## config.mk

```make
export PLATFORM = sky130hd
export DESIGN_NAME = z88_mem_arb
export DESIGN_NICKNAME = d
export VERILOG_FILES = /design/src/rtl/z88_pkg.sv /design/src/rtl/z88_mem_decode.sv /design/src/rtl/z88_mem_arb.sv
export SDC_FILE = /design/constraint.sdc
export NUM_CORES = 1
export LEC_CHECK = 0
export CORE_UTILIZATION = 32
export CTS_CLUSTER_DIAMETER = 150
export DETAILED_ROUTE_END_ITERATION = 16
export HOLD_SLACK_MARGIN = 0.1
export PLACE_DENSITY = 0.77
export SETUP_SLACK_MARGIN = 0.3
export SLEW_MARGIN = 20
export SYNTH_ARGS = -nofsm -noshare
export SYNTH_HDL_FRONTEND = slang
export SYNTH_SLANG_ARGS = --single-unit
```

## constraint.sdc

```tcl
create_clock -name clk -period 1.5 [get_ports clk]
set_clock_uncertainty 0.15 [all_clocks]
set_input_delay 0.225 -clock clk [delete_from_list [all_inputs] [get_ports clk]]
set_output_delay 0.225 -clock clk [all_outputs]
set_load 0.005 [all_outputs]
```

## src/rtl/z88_pkg.sv

```systemverilog
// ============================================================================
// Module  : z88_pkg
// Purpose : Shared types and constants for the Z88 external memory arbiter:
//           slot sequencer state encoding, requester owner codes and the
//           address-prefix constants used by the decoder.
// Revision: 1.0 - initial release
// ============================================================================
`default_nettype none

package z88_pkg;

   // Slot sequencer states; one access walks SETUP..RECOV then returns to IDLE.
   typedef enum logic [2:0] {
      ST_IDLE    = 3'd0,
      ST_SETUP   = 3'd1,
      ST_STROBE  = 3'd2,
      ST_CAPTURE = 3'd3,
      ST_RECOV   = 3'd4
   } slot_state_t;

   // Which requester owns the access in flight.
   typedef enum logic [1:0] {
      OWN_CPU = 2'd0,
      OWN_LCD = 2'd1,
      OWN_LDR = 2'd2
   } owner_t;

   // Physical address prefixes (addr[21:19] for internal, addr[21:20] for cards).
   localparam logic [2:0] c_ROM_PREFIX  = 3'b000;
   localparam logic [2:0] c_RAM_PREFIX  = 3'b001;
   localparam logic [1:0] c_EXT1_PREFIX = 2'b01;
   localparam logic [1:0] c_EXT2_PREFIX = 2'b10;
   localparam logic [1:0] c_EXT3_PREFIX = 2'b11;

   // Byte-lane enables: odd bytes live on [15:8], even bytes on [7:0].
   function automatic logic [1:0] lane_be_n(input logic odd);
      return odd ? 2'b01 : 2'b10;
   endfunction

endpackage

`default_nettype wire

```

## src/rtl/z88_mem_decode.sv

```systemverilog
// ============================================================================
// Module  : z88_mem_decode
// Purpose : Combinational decode of a 22-bit physical byte address into chip
//           selects, byte-lane enables and the 16-bit word address.
// Ports   : addr      in  22  physical byte address
//           rom_sel   out 1   internal ROM selected
//           ram_sel   out 1   internal RAM selected
//           ext_sel   out 3   card slot 1-3 selected (active-high)
//           be_n      out 2   byte-lane enables (active-low)
//           word_addr out 19  word address, RAM offset masked
// Revision: 1.0 - initial release
// ============================================================================
`default_nettype none

module z88_mem_decode
   import z88_pkg::*;
#(
   parameter logic [18:0] RAM_ADDR_MASK = 19'h07FFF
) (
   input  logic [21:0] addr,
   output logic        rom_sel,
   output logic        ram_sel,
   output logic [3:1]  ext_sel,
   output logic [1:0]  be_n,
   output logic [18:0] word_addr
);

   always_comb begin
      rom_sel    = (addr[21:19] == c_ROM_PREFIX);
      ram_sel    = (addr[21:19] == c_RAM_PREFIX);
      ext_sel[1] = (addr[21:20] == c_EXT1_PREFIX);
      ext_sel[2] = (addr[21:20] == c_EXT2_PREFIX);
      ext_sel[3] = (addr[21:20] == c_EXT3_PREFIX);
      be_n       = lane_be_n(addr[0]);
      // RAM smaller than its 512 KB window aliases (wraps) via the mask.
      if (ram_sel) begin
         word_addr = {1'b0, addr[18:1] & RAM_ADDR_MASK[18:1]};
      end else begin
         word_addr = {1'b0, addr[18:1]};
      end
   end

endmodule

`default_nettype wire

```

## src/rtl/z88_mem_arb.sv

```systemverilog
// ============================================================================
// Module  : z88_mem_arb
// Purpose : Time-slot arbiter and access sequencer for the shared external
//           memory bus (internal ROM/RAM and card slots 1-3). The slot owner
//           (CPU when bus_ph=1, LCD when bus_ph=0) is granted at slot_ena;
//           the host loader fills slots its owner leaves unused.
// Ports   : clk, rst (sync, active-high), slot_ena, bus_ph
//           cpu_req/we/addr/wdata in, cpu_rdata/cpu_ack out
//           lcd_req/lcd_addr in, lcd_rdata/lcd_vld out
//           ldr_req/we/addr/wdata in, ldr_rdata/ldr_ack out
//           rom_ce_n, ram_ce_n, ext_cs_n[3:1], mem_oe_n, mem_we_n,
//           mem_be_n[1:0], mem_addr[18:0], mem_wdata[15:0] out
//           ram_rdata[15:0], rom_rdata[15:0] in
// Config  : Z88_ARB_LDR_EN - when defined the loader port is active;
//           otherwise ldr_ack/ldr_rdata are tied low and ldr_* is ignored.
// Timing  : ack/vld is high in the 3rd clock after the slot_ena clock.
// Revision: 1.0 - initial release
// ============================================================================
`default_nettype none

module z88_mem_arb
   import z88_pkg::*;
#(
   parameter logic [18:0] RAM_ADDR_MASK = 19'h07FFF,
   parameter logic [7:0]  EXT_RD_VAL    = 8'h00
) (
   input  logic        clk,
   input  logic        rst,
   input  logic        slot_ena,
   input  logic        bus_ph,
   input  logic        cpu_req,
   input  logic        cpu_we,
   input  logic [21:0] cpu_addr,
   input  logic [7:0]  cpu_wdata,
   output logic [7:0]  cpu_rdata,
   output logic        cpu_ack,
   input  logic        lcd_req,
   input  logic [21:0] lcd_addr,
   output logic [7:0]  lcd_rdata,
   output logic        lcd_vld,
   input  logic        ldr_req,
   input  logic        ldr_we,
   input  logic [21:0] ldr_addr,
   input  logic [7:0]  ldr_wdata,
   output logic [7:0]  ldr_rdata,
   output logic        ldr_ack,
   output logic        rom_ce_n,
   output logic        ram_ce_n,
   output logic [3:1]  ext_cs_n,
   output logic        mem_oe_n,
   output logic        mem_we_n,
   output logic [1:0]  mem_be_n,
   output logic [18:0] mem_addr,
   output logic [15:0] mem_wdata,
   input  logic [15:0] ram_rdata,
   input  logic [15:0] rom_rdata
);

   slot_state_t r_state, w_state_nxt;
   owner_t      w_own, r_own;
   logic        w_grant, w_ldr_go;
   logic [21:0] w_sel_addr;
   logic        w_sel_we;
   logic [7:0]  w_sel_wd;
   logic        w_rom, w_ram;
   logic [3:1]  w_ext;
   logic [1:0]  w_be_n;
   logic [18:0] w_word;
   logic        r_we, r_rom, r_ext, r_odd;
   logic [7:0]  w_rd_byte;

`ifdef Z88_ARB_LDR_EN
   assign w_ldr_go = ldr_req;
`else
   assign w_ldr_go = 1'b0;
   logic w_unused_ldr;
   assign w_unused_ldr = ldr_req;
`endif

   // Owner first, loader only backfills a slot the owner does not claim.
   always_comb begin
      w_grant    = 1'b1;
      w_own      = OWN_CPU;
      if (bus_ph && cpu_req) begin
         w_own = OWN_CPU;
      end else if (!bus_ph && lcd_req) begin
         w_own = OWN_LCD;
      end else if (w_ldr_go) begin
         w_own = OWN_LDR;
      end else begin
         w_grant = 1'b0;
      end
      case (w_own)
         OWN_LCD: begin
            w_sel_addr = lcd_addr;
            w_sel_we   = 1'b0;
            w_sel_wd   = 8'h00;
         end
         OWN_LDR: begin
            w_sel_addr = ldr_addr;
            w_sel_we   = ldr_we;
            w_sel_wd   = ldr_wdata;
         end
         default: begin
            w_sel_addr = cpu_addr;
            w_sel_we   = cpu_we;
            w_sel_wd   = cpu_wdata;
         end
      endcase
   end

   z88_mem_decode #(
      .RAM_ADDR_MASK (RAM_ADDR_MASK)
   ) u_decode (
      .addr      (w_sel_addr),
      .rom_sel   (w_rom),
      .ram_sel   (w_ram),
      .ext_sel   (w_ext),
      .be_n      (w_be_n),
      .word_addr (w_word)
   );

   // Slot sequencer: slot_ena is only honoured in IDLE.
   always_comb begin
      w_state_nxt = r_state;
      case (r_state)
         ST_IDLE:    if (slot_ena && w_grant) w_state_nxt = ST_SETUP;
         ST_SETUP:   w_state_nxt = ST_STROBE;
         ST_STROBE:  w_state_nxt = ST_CAPTURE;
         ST_CAPTURE: w_state_nxt = ST_RECOV;
         ST_RECOV:   w_state_nxt = ST_IDLE;
         default:    w_state_nxt = ST_IDLE;
      endcase
   end

   always_ff @(posedge clk) begin
      if (rst) r_state <= ST_IDLE;
      else     r_state <= w_state_nxt;
   end

   // Read byte for the latched target, sampled at the end of STROBE.
   always_comb begin
      w_rd_byte = r_odd ? ram_rdata[15:8] : ram_rdata[7:0];
      if (r_rom) w_rd_byte = r_odd ? rom_rdata[15:8] : rom_rdata[7:0];
      if (r_ext) w_rd_byte = EXT_RD_VAL;
   end

   always_ff @(posedge clk) begin
      if (rst) begin
         rom_ce_n  <= 1'b1;
         ram_ce_n  <= 1'b1;
         ext_cs_n  <= 3'b111;
         mem_oe_n  <= 1'b1;
         mem_we_n  <= 1'b1;
         mem_be_n  <= 2'b11;
         mem_addr  <= '0;
         mem_wdata <= '0;
         cpu_ack   <= 1'b0;
         cpu_rdata <= '0;
         lcd_vld   <= 1'b0;
         lcd_rdata <= '0;
         r_own     <= OWN_CPU;
         r_we      <= 1'b0;
         r_rom     <= 1'b0;
         r_ext     <= 1'b0;
         r_odd     <= 1'b0;
      end else begin
         cpu_ack <= 1'b0;
         lcd_vld <= 1'b0;
         case (r_state)
            ST_IDLE: begin
               if (slot_ena && w_grant) begin
                  r_own     <= w_own;
                  r_we      <= w_sel_we;
                  r_rom     <= w_rom;
                  r_ext     <= |w_ext;
                  r_odd     <= w_sel_addr[0];
                  mem_addr  <= w_word;
                  mem_be_n  <= w_be_n;
                  mem_wdata <= {w_sel_wd, w_sel_wd};
                  // ROM writes are acknowledged but never reach the device.
                  rom_ce_n  <= !(w_rom && !w_sel_we);
                  ram_ce_n  <= !w_ram;
                  ext_cs_n  <= ~w_ext;
               end
            end
            ST_SETUP: begin
               mem_oe_n <= r_we;
               mem_we_n <= !(r_we && !r_rom);
            end
            ST_STROBE: begin
               mem_we_n <= 1'b1;
               case (r_own)
                  OWN_CPU: begin
                     cpu_ack <= 1'b1;
                     if (!r_we) cpu_rdata <= w_rd_byte;
                  end
                  OWN_LCD: begin
                     lcd_vld   <= 1'b1;
                     lcd_rdata <= w_rd_byte;
                  end
                  default: ;
               endcase
            end
            ST_CAPTURE: begin
               rom_ce_n <= 1'b1;
               ram_ce_n <= 1'b1;
               ext_cs_n <= 3'b111;
               mem_oe_n <= 1'b1;
            end
            default: ;
         endcase
      end
   end

`ifdef Z88_ARB_LDR_EN
   always_ff @(posedge clk) begin
      if (rst) begin
         ldr_ack   <= 1'b0;
         ldr_rdata <= '0;
      end else begin
         ldr_ack <= 1'b0;
         if (r_state == ST_STROBE && r_own == OWN_LDR) begin
            ldr_ack <= 1'b1;
            if (!r_we) ldr_rdata <= w_rd_byte;
         end
      end
   end
`else
   assign ldr_ack   = 1'b0;
   assign ldr_rdata = 8'h00;
`endif

endmodule

`default_nettype wire

```

### Word-level counts from Yosys, hierarchy flattened

Index checks and enable logic that the tools add are counted.
W data, S select, Z words.

| storage, ports and cells | value |
|---|---|
| bits in registers | 71 |
| input bits | 123 |
| output and inout port bits | 71 |
| logic and storage cells | 80 |

| operators by class | value |
|---|---|
| eq/ne operators | 11 |
| multiplexer cells | 25 |
| bitwise operators | 3 |
| reduce and logical (&&, ||, !) cells | 23 |

Operator list:

| cell | count |
|---|---|
| $pmux W22 S2 | 1 |
| $mux W8 | 4 |
| $mux W18 | 1 |
| $pmux W8 S2 | 1 |
| $pmux W3 S4 | 1 |
| $pmux W1 S2 | 5 |
| $mux W1 | 7 |
| $eq A2 B1 Y1 const B | 3 |
| $eq A2 B2 Y1 const B | 3 |
| $eq A3 B1 Y1 const B | 2 |
| $eq A3 B2 Y1 const B | 2 |
| $logic_not A1 Y1 | 6 |
| $logic_not A3 Y1 | 2 |
| $mux W3 | 2 |
| $pmux W3 S2 | 1 |
| $reduce_and A2 Y1 | 3 |
| $reduce_bool A2 Y1 | 3 |
| $logic_and A1 B1 Y1 | 5 |
| $mux W2 | 2 |
| $not A3 Y3 | 1 |
| $reduce_and A3 Y1 | 1 |
| $reduce_or A3 Y1 | 1 |
| $logic_not A2 Y1 | 1 |
| $ne A2 B2 Y1 const B | 1 |
| other kinds (2) | 3 |

### Longest topological paths before layout

| depth | value |
|---|---|
| word-level depth | 11 |
| mapped depth | 6 |
| mapped depth without buffers | 4 |

### By module

Synthesis repeated with hierarchy kept, for this count alone.

| second synthesis, totals | value |
|---|---|
| cells, all modules | 348 |
| area, all modules | 3218.1 µm² |

Modules (own cells, without submodules):

| module | instances | cells each | area each (µm²) | seq. area each (µm²) |
|---|---|---|---|---|
| z88_mem_arb | 1 | 321 | 3022.9 | 1241.2 |
| z88_mem_decode | 1 | 27 | 195.2 | 0.0 |

### Worst setup path after synthesis

No wires, ideal clock.

| timing | value |
|---|---|
| path type | reg2reg |
| start | register r_state[2] |
| end | register ram_ce_n |
| library setup time | 0.135 ns |
| arrival time | 1.343 ns |
| required time | 1.215 ns |
| setup slack | -0.128 ns |
| cell stages (with the launch flop) | 7 |
| path buffers | 3 |
| period minus slack after synthesis | 1.628 ns |
| cell sequence | dfxtp_1 > buf_2 > or4_1 > buf_2 > buf_6 > nand2_1 > nand3_1 |

| between the ends | value |
|---|---|
| longest elaborated chain between the ends | 3 |
| elaborated cells on any way between the ends | 6 |
| classes of those cells | eq/ne: 2; mux: 1; reduce/logical: 3 |

RTL lines:

| what | line | text |
|---|---|---|
| start: declaration | z88_mem_arb.sv:59 | `slot_state_t r_state, w_state_nxt;` |
| start signal: assignment | z88_mem_arb.sv:138 | `else r_state <= w_state_nxt;` |
| $eq A3 B2 Y1 or $logic_not A3 Y1 (tied branches) | z88_mem_arb.sv:170 | `case (r_state)` |
| $reduce_bool A2 Y1 (no source line) or $ne A2 B2 Y1 (tied branches) | - |  |
| $reduce_and A2 Y1 (no source line) | - |  |
| end signal: assignment | z88_mem_arb.sv:183 | `ram_ce_n <= !w_ram;` |
| end: declaration | z88_mem_arb.sv:48 | `output logic ram_ce_n,` |

Parallel ways exist; a longest one is shown, timed or not.
A chain may end at the register's enable or synchronous reset.

### Worst setup path after layout

| timing | value |
|---|---|
| start | register r_state[0] |
| end | register mem_wdata[13] |

| between the ends | value |
|---|---|
| longest elaborated chain between the ends | 2 |

RTL lines:

| what | line | text |
|---|---|---|
| $logic_not A3 Y1 | z88_mem_arb.sv:170 |  |
| $reduce_and A2 Y1 (no source line) | - |  |
| end signal: assignment | z88_mem_arb.sv:180 | `mem_wdata <= {w_sel_wd, w_sel_wd};` |
| end: declaration | z88_mem_arb.sv:54 | `output logic [15:0] mem_wdata,` |

No other way between the ends.

==> flow_summary.yaml <==
status:
  status: "finished, violations left"
  violations: "setup timing"
final_layout:
  insertedDiodeCount: 0
  mostFrequentLayoutCells: "clkdlybuf4s50_1 (85), dfxtp_2 (54), buf_2 (45)"
  drive_above_1_share_pct: 59.64
  area.growth.synth_to_final_pct: 95.81
  final_nets: 616
  nFillCells: 621
  final_common_cell: "clkdlybuf4s50_1"
  fin_util_pct: 65.48
worst_setup_path:
  path_cells: "nand2b_4, buf_6, nor4_4, buf_4, buf_6, buf_12, nand3_4, a21oi_2"
  ff2ff_setup_slack_ns: -0.16
  cpMostUsedCell: "buf_6"
  rr_worst_depth: 8
  cp_data_arrival_time_ns: 1.78
  end_kind: "flop"
  cp.buffers_inverters: 4
  worst_path_largest_cell_delay_ns: 0.34
  path_class: "reg -> reg"
  worst_path_max_delay_cell: "dfxtp_2"
  cp_max_fo: 6
  required_ns: 1.63
  timing.rr.end: "mem_wdata[13]$_SDFFE_PP0P_"
  rr_startpoint: "r_state[0]$_SDFFE_PP0P_"
  crit_family: "buffers and inverters"
  startpoint_type: "flop"
clock_network:
  cts_htree_levels: 3
  clkLatencyLatePin_ns: 0.35
  clockBufferDepth: 2
  cts_tree: "built"
  cts-root-buf: "clkbuf_8"
  cts_buffers: 9
  cts.reportedPaths.clkPinSlew_ns: 0.08
  cts_sinks: 61
yosys:
  syn_area_um2: 2775
  ys.flop_type: "dfxtp_1"
  synth_edf_count: 0
  synth_cell_type_count: 33
  synth_area_per_cell_um2: 9.472
  ys_seq_elements: 61
  ys_warn_count: 0
  syn_inst: 293
  yosysSeqAreaShare_pct: 44.00
  async_reset_ff_share_pct: 0
route:
  vias_per_cell: 4.942
  dr.max_layer_used: "met4"
  met3WireLength_um: 776
  met1_length_um: 3805
  drcViolationCount: 0
  wire_per_inst_um: 16.90
  route.met2.wl_um: 5304
  first_pass_iters: 4
  vias: 2980
  drtIter0Drc: 53
  drtAntennaViolNets: 0
  routed_wl_um: 10190
place:
  gp_routability_congestion: 0.7573
  place_ws_ns: -0.5838
  portBuffers: 151
  dp_hpwl_um: 6503
timing:
  finalCritPeriodShare_pct: 110.4
  setup_viol: 38
  fmax_ghz: 0.6041
  rsz0062_at_grt: "yes"
  drv_slew: 0
  fin_ws_ns: -0.1554
  fin_crit_ns: 1.655
  hold_violations: 0
global_routing:
  grt_first_pass_wirelength_um: 14180
  grt_max_degree: 19
  grt-ovfl-total: 0
  track_usage_pct: 20.59
  antenna_found_initial: 0
  grt_pass1_vias: 2959
power:
  p_per_area_nw_per_um2: 844.8
  leakagePower_nw: 2.312
  vdd_drop_max_uv: 381.1
  power_mw: 4.591
hold_path:
  hp-class: "in -> reg"
  hold-path-endpoint: "mem_be_n[1]$_SDFFE_PP1P_"
  whs_path_depth: 3
  hold_start: "rst"
floorplanning:
  dieArea_um2: 9049
  core_um2: 8299
  boundaryPins: 194
  rows: 33
  fp.dieH_um: 95.13
  dieWidth_um: 95.13
  initial_utilization_pct: 33.44
run:
  drv_cap: 0
-- timing repair --
item	in CTS	in global routing
pin swaps	28	26
setup endpoints to repair	120	74
gates resized for setup	355	76
endpoints found under the hold margin	1	0
setup buffers	21	10
gates cloned	3	3
hold buffers	1	0
-- synth_stat cells (7+ instances only) --
cell | number | share of area [%]
nand2b_1 | 13 | 2.9
nor2_1 | 29 | 3.9
o21ai_0 | 7 | 1.3
nand3_1 | 10 | 1.8
o2bb2ai_1 | 12 | 3.8
buf_2 | 12 | 2.2
buf_4 | 19 | 5.1
mux2i_1 | 24 | 8.7
dfxtp_1 | 61 | 44
mux4_2 | 8 | 6.5
a211oi_1 | 14 | 3.8
nand2_1 | 26 | 3.5
a21oi_1 | 17 | 3.1
-- report_power, final --
part / leakage [nW] / switching, mW / internal [mW]
Combinational: 1.70 / 0.538 / 0.757
Clock: 0.0996 / 0.702 / 0.771
Sequential: 0.515 / 0.0870 / 1.74
-- sequential cells by signal (all words and copies together), names as in the netlist, 2 cells and up --
signal	flops
r_state	3
mem_be_n	2
lcd_rdata	8
mem_wdata	8
ext_cs_n	3
cpu_rdata	8
mem_addr	18
-- logic make-up after synthesis --
family | count (synthesis) | synth area share (%)
AO/OA/AOI/OAI | 62 | 14.56
XOR/XNOR | 1 | 0.3157
buffers and inverters | 40 | 8.792
flip-flops | 61 | 44.00
multiplexers | 32 | 15.15
other | 1 | 0.1351
AND/OR/NAND/NOR | 96 | 17.04
-- routing by layer --
| layer | up-vias | GRT usage [%] |
|---|---|---|
| met3 | 25 | 5.662 |
| met2 | 126 | 39.35 |
| li1 | 1412 | - |
| met1 | 1417 | 21.60 |
| met4 | 0 | 6.187 |
| met5 | - | 0 |
-- worst max-delay path by stage --
stage	start	endpoint	slack [ns]	depth (start not counted)
2_1_floorplan	r_state[2]$_SDFFE_PP0P_	ext_cs_n[2]$_SDFFE_PP1P_	-0.10	5
3_3_place_gp	bus_ph	mem_addr[17]$_SDFFE_PP0P_	-0.51	7
3_5_place_dp	bus_ph	mem_wdata[12]$_SDFFE_PP0P_	-0.58	8
4_1_cts	r_state[0]$_SDFFE_PP0P_	mem_addr[9]$_SDFFE_PP0P_	-0.13	7
5_1_grt	r_state[0]$_SDFFE_PP0P_	r_rom$_SDFFE_PP0P_	-0.24	8
6_report	r_state[0]$_SDFFE_PP0P_	mem_wdata[13]$_SDFFE_PP0P_	-0.16	8
-- layout make-up --
| type | count | area (um2) | area share (%) |
|---|---|---|---|
| repair buffers | 218 | 1989 | 36.61 |
| multi-input cells | 201 | 1812 | 33.34 |
| flip-flops and latches | 61 | 1296 | 23.85 |
| well taps | 105 | 131.4 | 2.418 |
| clock buffers | 9 | 123.9 | 2.280 |
| clock inverters | 7 | 73.82 | 1.359 |
| inverters | 2 | 7.507 | 0.1382 |
-- worst min-delay path: stages --
cell and delay, ns:
buf_2 0.26, a21oi_4 0.05, nand2_1 0.05
-- metrics by stage --
step | instance area [um2] | std cells | setup TNS, ns | hold WS (ns)
final | 5434 | 603 | -3.655 | 0.1225
after global routing | 5434 | 603 | -5.929 | 0.1352
after CTS | 4992 | 590 | -3.629 | 0.1079
after detailed placement | 4536 | 549 | -21.90 | 0.2875
after global placement | 4536 | 549 | -19.47 | 0.2841
after floorplan | 2907 | 302 | -1.062 | 0.2269
Power figures use the tool's default switching activity.
